[src/rtl/action_fsm_timed.sv]
// action_fsm_timed
//   Per-player fencing action controller with per-state step timers, a health
//   counter with knockout, and a saturating score counter. The FSM advances only
//   on step_in (one strobe per frame from the game-state syncer). All outputs
//   are registered and reflect the step evaluated on the previous cycle.
//
// Ports
//   clk_pixel_in        pixel clock
//   rst_n_in            asynchronous active-low reset
//   step_in             evaluate FSM this cycle
//   block_in/lunge_in   held gestures
//   hit_in              attack path intersects opponent
//   parry_in            sabers colliding while opponent attacks
//   opponent_scored_in  opponent landed a touch this step
//   restart_in          leave KO and re-arm health/score
//   saber_state_out     00 rest, 01 lunge, 10 block, 11 attack
//   health_out          current health
//   score_out           current score (saturating)
//   player_scored_out   pulse with out_valid_out on a touch or parry
//   ko_out              high while knocked out
//   out_valid_out       pulse: outputs updated for this step
module action_fsm_timed #(
  parameter int HEALTH_W         = 3,
  parameter int HEALTH_INIT      = 5,
  parameter int SCORE_W          = 8,
  parameter int CNT_W            = 8,
  parameter int LUNGE_STEPS      = 4,
  parameter int ATTACK_MAX_STEPS = 30,
  parameter int BLOCK_MAX_STEPS  = 60,
  parameter int RECOVER_STEPS    = 15
) (
  input  logic                clk_pixel_in,
  input  logic                rst_n_in,
  input  logic                step_in,
  input  logic                block_in,
  input  logic                lunge_in,
  input  logic                hit_in,
  input  logic                parry_in,
  input  logic                opponent_scored_in,
  input  logic                restart_in,
  output logic [1:0]          saber_state_out,
  output logic [HEALTH_W-1:0] health_out,
  output logic [SCORE_W-1:0]  score_out,
  output logic                player_scored_out,
  output logic                ko_out,
  output logic                out_valid_out
);

  typedef enum logic [2:0] {
    S_REST, S_BLOCK, S_LUNGE, S_ATTACK, S_RECOVER, S_KO
  } state_e;

  // Expiry is the step that evaluates with timer == N-1.
  localparam logic [CNT_W-1:0]    LUNGE_LAST   = CNT_W'(LUNGE_STEPS - 1);
  localparam logic [CNT_W-1:0]    ATTACK_LAST  = CNT_W'(ATTACK_MAX_STEPS - 1);
  localparam logic [CNT_W-1:0]    BLOCK_LAST   = CNT_W'(BLOCK_MAX_STEPS - 1);
  localparam logic [CNT_W-1:0]    RECOVER_LAST = CNT_W'(RECOVER_STEPS - 1);
  localparam logic [HEALTH_W-1:0] HEALTH_RST   = HEALTH_W'(HEALTH_INIT);

  state_e              state_q, state_d;
  logic [CNT_W-1:0]    timer_q, timer_d;
  logic [HEALTH_W-1:0] health_q, health_d;
  logic [SCORE_W-1:0]  score_q, score_d;
  logic                scored_q, scored_d;
  logic                valid_q;
  logic                score_inc;
  logic                hurt;

  always_ff @(posedge clk_pixel_in or negedge rst_n_in) begin
    if (!rst_n_in) begin
      state_q  <= S_REST;
      timer_q  <= '0;
      health_q <= HEALTH_RST;
      score_q  <= '0;
      scored_q <= 1'b0;
      valid_q  <= 1'b0;
    end else begin
      state_q  <= state_d;
      timer_q  <= timer_d;
      health_q <= health_d;
      score_q  <= score_d;
      scored_q <= scored_d;
      valid_q  <= step_in;
    end
  end

  always_comb begin
    state_d   = state_q;
    timer_d   = timer_q;
    health_d  = health_q;
    score_d   = score_q;
    scored_d  = 1'b0;
    score_inc = 1'b0;
    hurt      = 1'b0;
    if (step_in) begin
      // Opponent touches cost health everywhere except KO.
      if (state_q != S_KO && opponent_scored_in) begin
        hurt     = 1'b1;
        health_d = (health_q == '0) ? '0 : health_q - HEALTH_W'(1);
      end

      unique case (state_q)
        S_REST: begin
          if (block_in)      state_d = S_BLOCK;
          else if (lunge_in) state_d = S_LUNGE;
        end
        S_BLOCK: begin
          if (parry_in) begin
            score_inc = 1'b1;
            state_d   = S_RECOVER;
          end else if (!block_in) begin
            state_d = S_REST;
          end else if (timer_q == BLOCK_LAST) begin
            state_d = S_RECOVER;
          end
        end
        S_LUNGE: begin
          if (timer_q == LUNGE_LAST) state_d = S_ATTACK;
        end
        S_ATTACK: begin
          // A hit together with a non-lethal opponent touch is a double
          // touch: both counters move and we still recover.
          if (hit_in) begin
            score_inc = 1'b1;
            state_d   = S_RECOVER;
          end else if (hurt || !lunge_in || timer_q == ATTACK_LAST) begin
            state_d = S_RECOVER;
          end
        end
        S_RECOVER: begin
          if (timer_q == RECOVER_LAST) state_d = S_REST;
        end
        S_KO: begin
          if (restart_in) begin
            state_d  = S_REST;
            health_d = HEALTH_RST;
            score_d  = '0;
          end
        end
        default: state_d = S_REST;
      endcase

      // A lethal touch overrides everything, including a same-step hit.
      if (hurt && health_d == '0) begin
        state_d   = S_KO;
        score_inc = 1'b0;
      end

      if (score_inc) begin
        scored_d = 1'b1;
        if (score_q != '1) score_d = score_q + SCORE_W'(1);
      end

      if (state_d != state_q)  timer_d = '0;
      else if (timer_q != '1)  timer_d = timer_q + CNT_W'(1);
    end
  end

  always_comb begin
    saber_state_out = 2'b00;
    unique case (state_q)
      S_LUNGE:  saber_state_out = 2'b01;
      S_BLOCK:  saber_state_out = 2'b10;
      S_ATTACK: saber_state_out = 2'b11;
      default:  saber_state_out = 2'b00;
    endcase
  end

  assign health_out        = health_q;
  assign score_out         = score_q;
  assign player_scored_out = scored_q;
  assign ko_out            = (state_q == S_KO);
  assign out_valid_out     = valid_q;

endmodule

[config.mk]
export PLATFORM = sky130hd
export DESIGN_NAME = action_fsm_timed
export DESIGN_NICKNAME = d
export VERILOG_FILES = /design/src/rtl/action_fsm_timed.sv
export SDC_FILE = /design/constraint.sdc
export NUM_CORES = 1
export LEC_CHECK = 0
export ABC_AREA = 1
export BUFFER_PORTS_ARGS = -buffer_cell sky130_fd_sc_hd__buf_2
export CAP_MARGIN = 10
export CORE_MARGIN = 10
export CORE_UTILIZATION = 45
export DETAILED_ROUTE_END_ITERATION = 8
export PLACE_DENSITY = 0.67
export SLEW_MARGIN = 25
export SYNTH_ARGS = -nofsm -noshare
export SYNTH_HDL_FRONTEND = slang
export SYNTH_SLANG_ARGS = --single-unit
[constraint.sdc]
create_clock -name clk_pixel_in -period 1.68 [get_ports clk_pixel_in]
set_input_delay 0.336 -clock clk_pixel_in [delete_from_list [all_inputs] [get_ports clk_pixel_in]]
set_output_delay 0.336 -clock clk_pixel_in [all_outputs]
set_load 0.1 [all_outputs]
# Yosys cells after proc, flatten, opt, wreduce, memory -nomap -nowiden
# Cells that the tools add are included.
[totals]
ff_bits = 24
input_bits = 9
output_inout_bits = 16
word_cells = 66
[op_classes]
add_sub_neg = 3
eq_ne = 13
mux = 34
n_reduce_logical = 10
[ops]
columns = ["cell", "n"]
rows = [
  ["3-bit two-way mux", 17],
  ["8-bit two-way mux", 6],
  ["3-bit case mux with 6 select lines", 1],
  ["8-bit by 1-bit adder with 8-bit output (second input constant)", 2],
  ["8-bit != test (second input constant)", 2],
  ["3-bit logical NOT", 3],
  ["8-bit by 2-bit == test with 1-bit output (second input constant)", 1],
  ["8-bit by 4-bit == test with 1-bit output (second input constant)", 1],
  ["8-bit by 5-bit == test with 1-bit output (second input constant)", 1],
  ["8-bit by 6-bit == test with 1-bit output (second input constant)", 1],
  ["1-bit two-way mux", 8],
  ["3-bit by 2-bit == test with 1-bit output (second input constant)", 2],
  ["3-bit == test (second input constant)", 2],
  ["2-bit case mux with 3 select lines", 1],
  ["3-bit by 1-bit == test with 1-bit output (second input constant)", 1],
  ["3-bit != test", 1],
  ["3-bit != test (second input constant)", 1],
  ["3-bit by 1-bit subtractor with 3-bit output (second input constant)", 1],
  ["1-bit logical AND", 2],
  ["1-bit logical OR", 2],
  ["1-bit case mux with 2 select lines", 1],
  ["2-bit AND reduction", 1],
  ["2-bit nonzero test", 1],
  ["1-bit logical NOT", 1],
]

# Logic depth before layout (Yosys ltp)
[depth]
word_depth = 14
ltp_mapped = 15
depth_no_buf = 15

# Worst setup path before layout
# Ideal clock, no wire load.
[synth_timing]
path_type = "reg2reg"
from = "register state_q[2]"
to = "register timer_q[2]"
setup_time_ns = 0.066
arrival_ns = 2.482
required_time_ns = 1.614
path_slack_ns = -0.868
stages_incl_launch_ff = 9
n_path_buf = 1
period_less_slack_ns = 2.548
cell_sequence = "dfrtp_1 -> buf_2 -> nor2_1 -> nand3_1 -> nand2_1 -> nand2_2 -> nor2_8 -> nand4_1 -> nand2_1"
[synth_via]
elab_chain_len = 14
word_cells_on_any_way = 35
cone_classes = "7 x eq/ne; 20 x mux; 8 x reduce/logical"
[synth_lines]
columns = ["element", "line_no", "source"]
rows = [
  ["start, declared", "60", "state_e state_q, state_d;"],
  ["start signal, assigned", "78", "state_q <= state_d;"],
  ["3-bit != test", "97", "if (state_q != S_KO && opponent_scored_in) begin"],
  ["1-bit logical AND", "97", ""],
  ["1-bit two-way mux", "97", ""],
  ["1-bit two-way mux", "95", "if (step_in) begin"],
  ["1-bit logical OR (2 in a row)", "126", "end else if (hurt || !lunge_in || timer_q == ATTACK_LAST) begin"],
  ["3-bit two-way mux", "126", ""],
  ["3-bit two-way mux", "123", "if (hit_in) begin"],
  ["3-bit case mux with 6 select lines", "102", "unique case (state_q)"],
  ["3-bit two-way mux", "144", "if (hurt && health_d == '0) begin"],
  ["3-bit two-way mux", "95", ""],
  ["3-bit != test (*)", "154", "if (state_d != state_q) timer_d = '0;"],
  ["2-bit nonzero test (no source line)", "n/a", ""],
  ["2-bit AND reduction (no source line)", "n/a", ""],
  ["end signal, assigned", "79", "timer_q <= timer_d;"],
  ["end, declared", "61", "logic [CNT_W-1:0] timer_q, timer_d;"],
]
# Mark *: on every way between the ends. The rest lies on a longest branch, timed or not. The select of a mux whose other input is x is not followed.
# A chain may end at the register's enable or synchronous reset.

# Worst setup path in the final report
[layout_timing]
from = "register health_q[2] (netlist: health_out[2])"
to = "register score_q[0] (netlist: score_out[0])"
[layout_via]
elab_chain_len = 11
word_cells_on_any_way = 12
cone_classes = "1 x add/sub; 8 x mux; 3 x reduce/logical"
[layout_lines]
columns = ["element", "line_no", "source"]
rows = [
  ["start, declared", "62", "logic [HEALTH_W-1:0] health_q, health_d;"],
  ["start signal, assigned", "80", "health_q <= health_d;"],
  ["3-bit by 1-bit subtractor with 3-bit output / 3-bit logical NOT (equally long branches)", "99", "health_d = (health_q == '0) ? '0 : health_q - HEALTH_W'(1);"],
  ["3-bit two-way mux", "99", ""],
  ["3-bit two-way mux (*)", "97", ""],
  ["3-bit two-way mux", "134", "if (restart_in) begin"],
  ["3-bit two-way mux (*)", "102", ""],
  ["3-bit two-way mux (*)", "95", ""],
  ["3-bit logical NOT (*)", "144", ""],
  ["1-bit logical AND (*)", "144", ""],
  ["1-bit two-way mux (*)", "144", ""],
  ["1-bit two-way mux (*)", "95", ""],
  ["8-bit two-way mux (*)", "149", "if (score_inc) begin"],
  ["end signal, assigned", "81", "score_q <= score_d;"],
  ["end, declared", "63", "logic [SCORE_W-1:0] score_q, score_d;"],
]
# Marks and branches as above.

==> impl_metrics.tcl <==
set metrics [dict create \
    outcome "complete, but fails checks" \
    violations "setup timing" \
    n_antenna_cell 0 \
    grt_overflow 0 \
    layout.cells.non_filler 364 \
    syn-cell-area_mm2 0.00174 \
    fin_util_pct 73.5 \
    crit_type "flop to flop" \
    synth_seq_cells 24 \
    maxSlewHeadroom_pct 64.3 \
    busiest_layer "met2" \
    worst_pin_slew_ns 0.535 \
    numCtsBuffers 3 \
    min_path_type "primary input to async pin" \
    cts_hold_buf 0 \
    clkSinkCount 24 \
    nets 332 \
    port_buffers 24 \
    chipHeight_um 82.2 \
    power.density_mw_per_mm2 1880 \
    synth.distinct_cells 33 \
    synth_seq_area_share_pct 34.6 \
    rsz0062_at_grt "true" \
    slew_violations 0 \
    mostFrequentLayoutCells "49 x buf_4, 48 x nand2_1, 27 x inv_1" \
    cts_max_path_buffers 2 \
    grtUsageMet2_pct 25.1 \
    critPathMaxFanout 8 \
    pin_count 25 \
    core_mm2 0.00369 \
    drt_wl_total_um 5190 \
    max_freq_mhz 485 \
    antenna_left 0 \
    endpoint_kind "flop" \
    syn_avg_cell_area_um2 7.23 \
    clk_pin_slew_ns 0.09 \
    initial_core_util_pct 47.2 \
    skew_ns 0.00276 \
    setup_tns_ns -5.91 \
    min_period_ns 2.06 \
    ys_top_cells_by_area "dfrtp_1 32%, nand2_1 12%, inv_1 6.3%" \
    ir_worst_vdd_mv 0.673 \
    h-tree-depth 1 \
    area_growth_pct 55.7 \
    grt_pass1_vias 1742 \
    crit_path_start_kind "flop" \
    vias 1876 \
    fin_crit_sh_pct 123 \
    layout_setup_ws_ns -0.383 \
    dr.pass1.iters 5 \
    die_area_mm2 0.00676 \
    synth.top_cell.area_share_pct 31.6 \
    cts_root_buf "clkbuf_8" \
    grt_max_degree 25 \
    use_met1_pct 19.0 \
    crit_required_ns 1.83 \
    gp_congestion 0.910 \
    fillCellCount 278 \
    final_common_cell "buf_4" \
    arrival_ns 2.22 \
    rows 22 \
    drive_above_1_share_pct 47.5 \
    cap_violations 0 \
    grt_util_all_layers_pct 14.7 \
    yosys_warnings 0 \
    vias_per_cell 5.15 \
    p_leak_nw 1.34 \
    setup_viol_count_final 20 \
    drc 0 \
    synth_nets 256 \
    reg2reg_from "health_out[2]" \
    syn_inst 241 \
    die_x_um 82.2 \
    grt_pass1_wl_um 8070 \
    drt_iter0_markers 96 \
    post-dp-hpwl_um 3650 \
    hold_slack_ns 0.0327 \
    wl_per_cell_um 14.3 \
    crit_start "health_out[2]" \
    synth_top_cell_by_area "dfrtp_1" \
    antenna_found_initial 0 \
    insertion_delay_ns 0.27 \
    numPlacedInstances 354 \
    final_hold_viol_count 0 \
    grtUsageMet3_pct 2.16 \
    cts_tree "done" \
]
-- report_power, final --
part | total, mW | internal [mW] | switching, mW
combinational | 3.59 | 1.29 | 2.29
clock | 0.518 | 0.319 | 0.199
sequential | 0.984 | 0.788 | 0.196
total | 5.09 | 2.40 | 2.69
-- registers in the layout, indices dropped and copies added (netlist names) --
| register | count |
|---|---|
| state_q | 3 |
| player_scored_out | 1 |
| score_out | 8 |
| health_out | 3 |
| timer_q | 8 |
| out_valid_out | 1 |
-- what timing repair did --
action,in CTS,in global routing
setup endpoints to repair,17,20
gates resized for setup,8,44
pin swaps,6,18
setup buffers,2,4
-- final cells by class --
class | count | area, um^2 | share of cell area, %
Sequential cell | 24 | 634 | 23.4
Clock buffer | 3 | 41.3 | 1.52
Tap cell | 48 | 60.1 | 2.22
Timing Repair Buffer | 76 | 597 | 22.0
Clock inverter | 1 | 30.0 | 1.11
Inverter | 34 | 133 | 4.89
Multi-Input combinational cell | 178 | 1220 | 44.9
-- cells in the mapped netlist --
cell type,instances
mux2i_1,1
o31ai_1,1
nand2_4,1
nor2_4,2
nand4_1,12
and2_1,1
nor2_8,1
a22oi_1,2
o21ai_1,4
nand3_1,21
nor2_2,2
nand3_2,1
o21ai_2,1
inv_2,5
nor3_1,3
nor2_1,24
inv_1,29
clkbuf_1,1
nand2_2,8
o22ai_1,3
buf_2,4
xnor2_1,2
ha_1,6
xor2_1,7
dfstp_2,2
dfrtp_1,22
o211ai_1,1
a31oi_1,2
nand2_1,57
o21ai_0,8
nor4_1,1
a21oi_1,4
nand3_4,2
-- logic make-up (layout without fill, tap and decap cells) --
logic type,Yosys count,count (layout),synth area share (%)
buf+inv,39,114,8.69
compound gates,26,26,8.62
simple gates,136,136,38.6
flops,24,24,34.6
mux,1,1,0.575
xor+xnor,9,9,4.53
fa+ha+maj,6,6,4.31
-- worst max-delay path, stage by stage (launching register included) --
cell     delay (ns)
dfstp_4        0.63
buf_4          0.12
buf_4          0.11
nand4_1        0.09
and2_4         0.19
nand3_4        0.13
buf_6          0.14
nand2_8        0.06
nor2_4         0.14
nand2_4        0.10
o21ai_4        0.12
mux2i_1        0.11
-- layer usage --
layer,routed length (um),share of wire [%],up-vias
met1,2140,41,891
met5,0,0,-
li1,-,-,938
met2,2740,53,36
met4,103,2.0,0
met3,209,4.0,11
-- final timing paths --
kind	to	slack, ns	depth (start not counted)
max	score_out[0]	-0.38	11
min	score_out[0]	0.03	1
max reg2reg	score_out[0]	-0.38	11
min reg2reg	score_out[0]	0.55	1
max in group asynchronous	score_out[3]	1.24	1
min in group clk_pixel_in	out_valid_out	0.42	2
-- per-stage QoR --
stage	worst slack [ns]	area [um^2]	total power, mW
floorplan	-0.321	1820	3.06
global placement	-0.225	2390	4.00
detailed placement	-0.286	2390	4.03
CTS	-0.265	2510	4.64
global route	-0.488	2710	5.37
finish	-0.383	2710	5.09
Note: power is estimated with default switching activity, not from simulation.
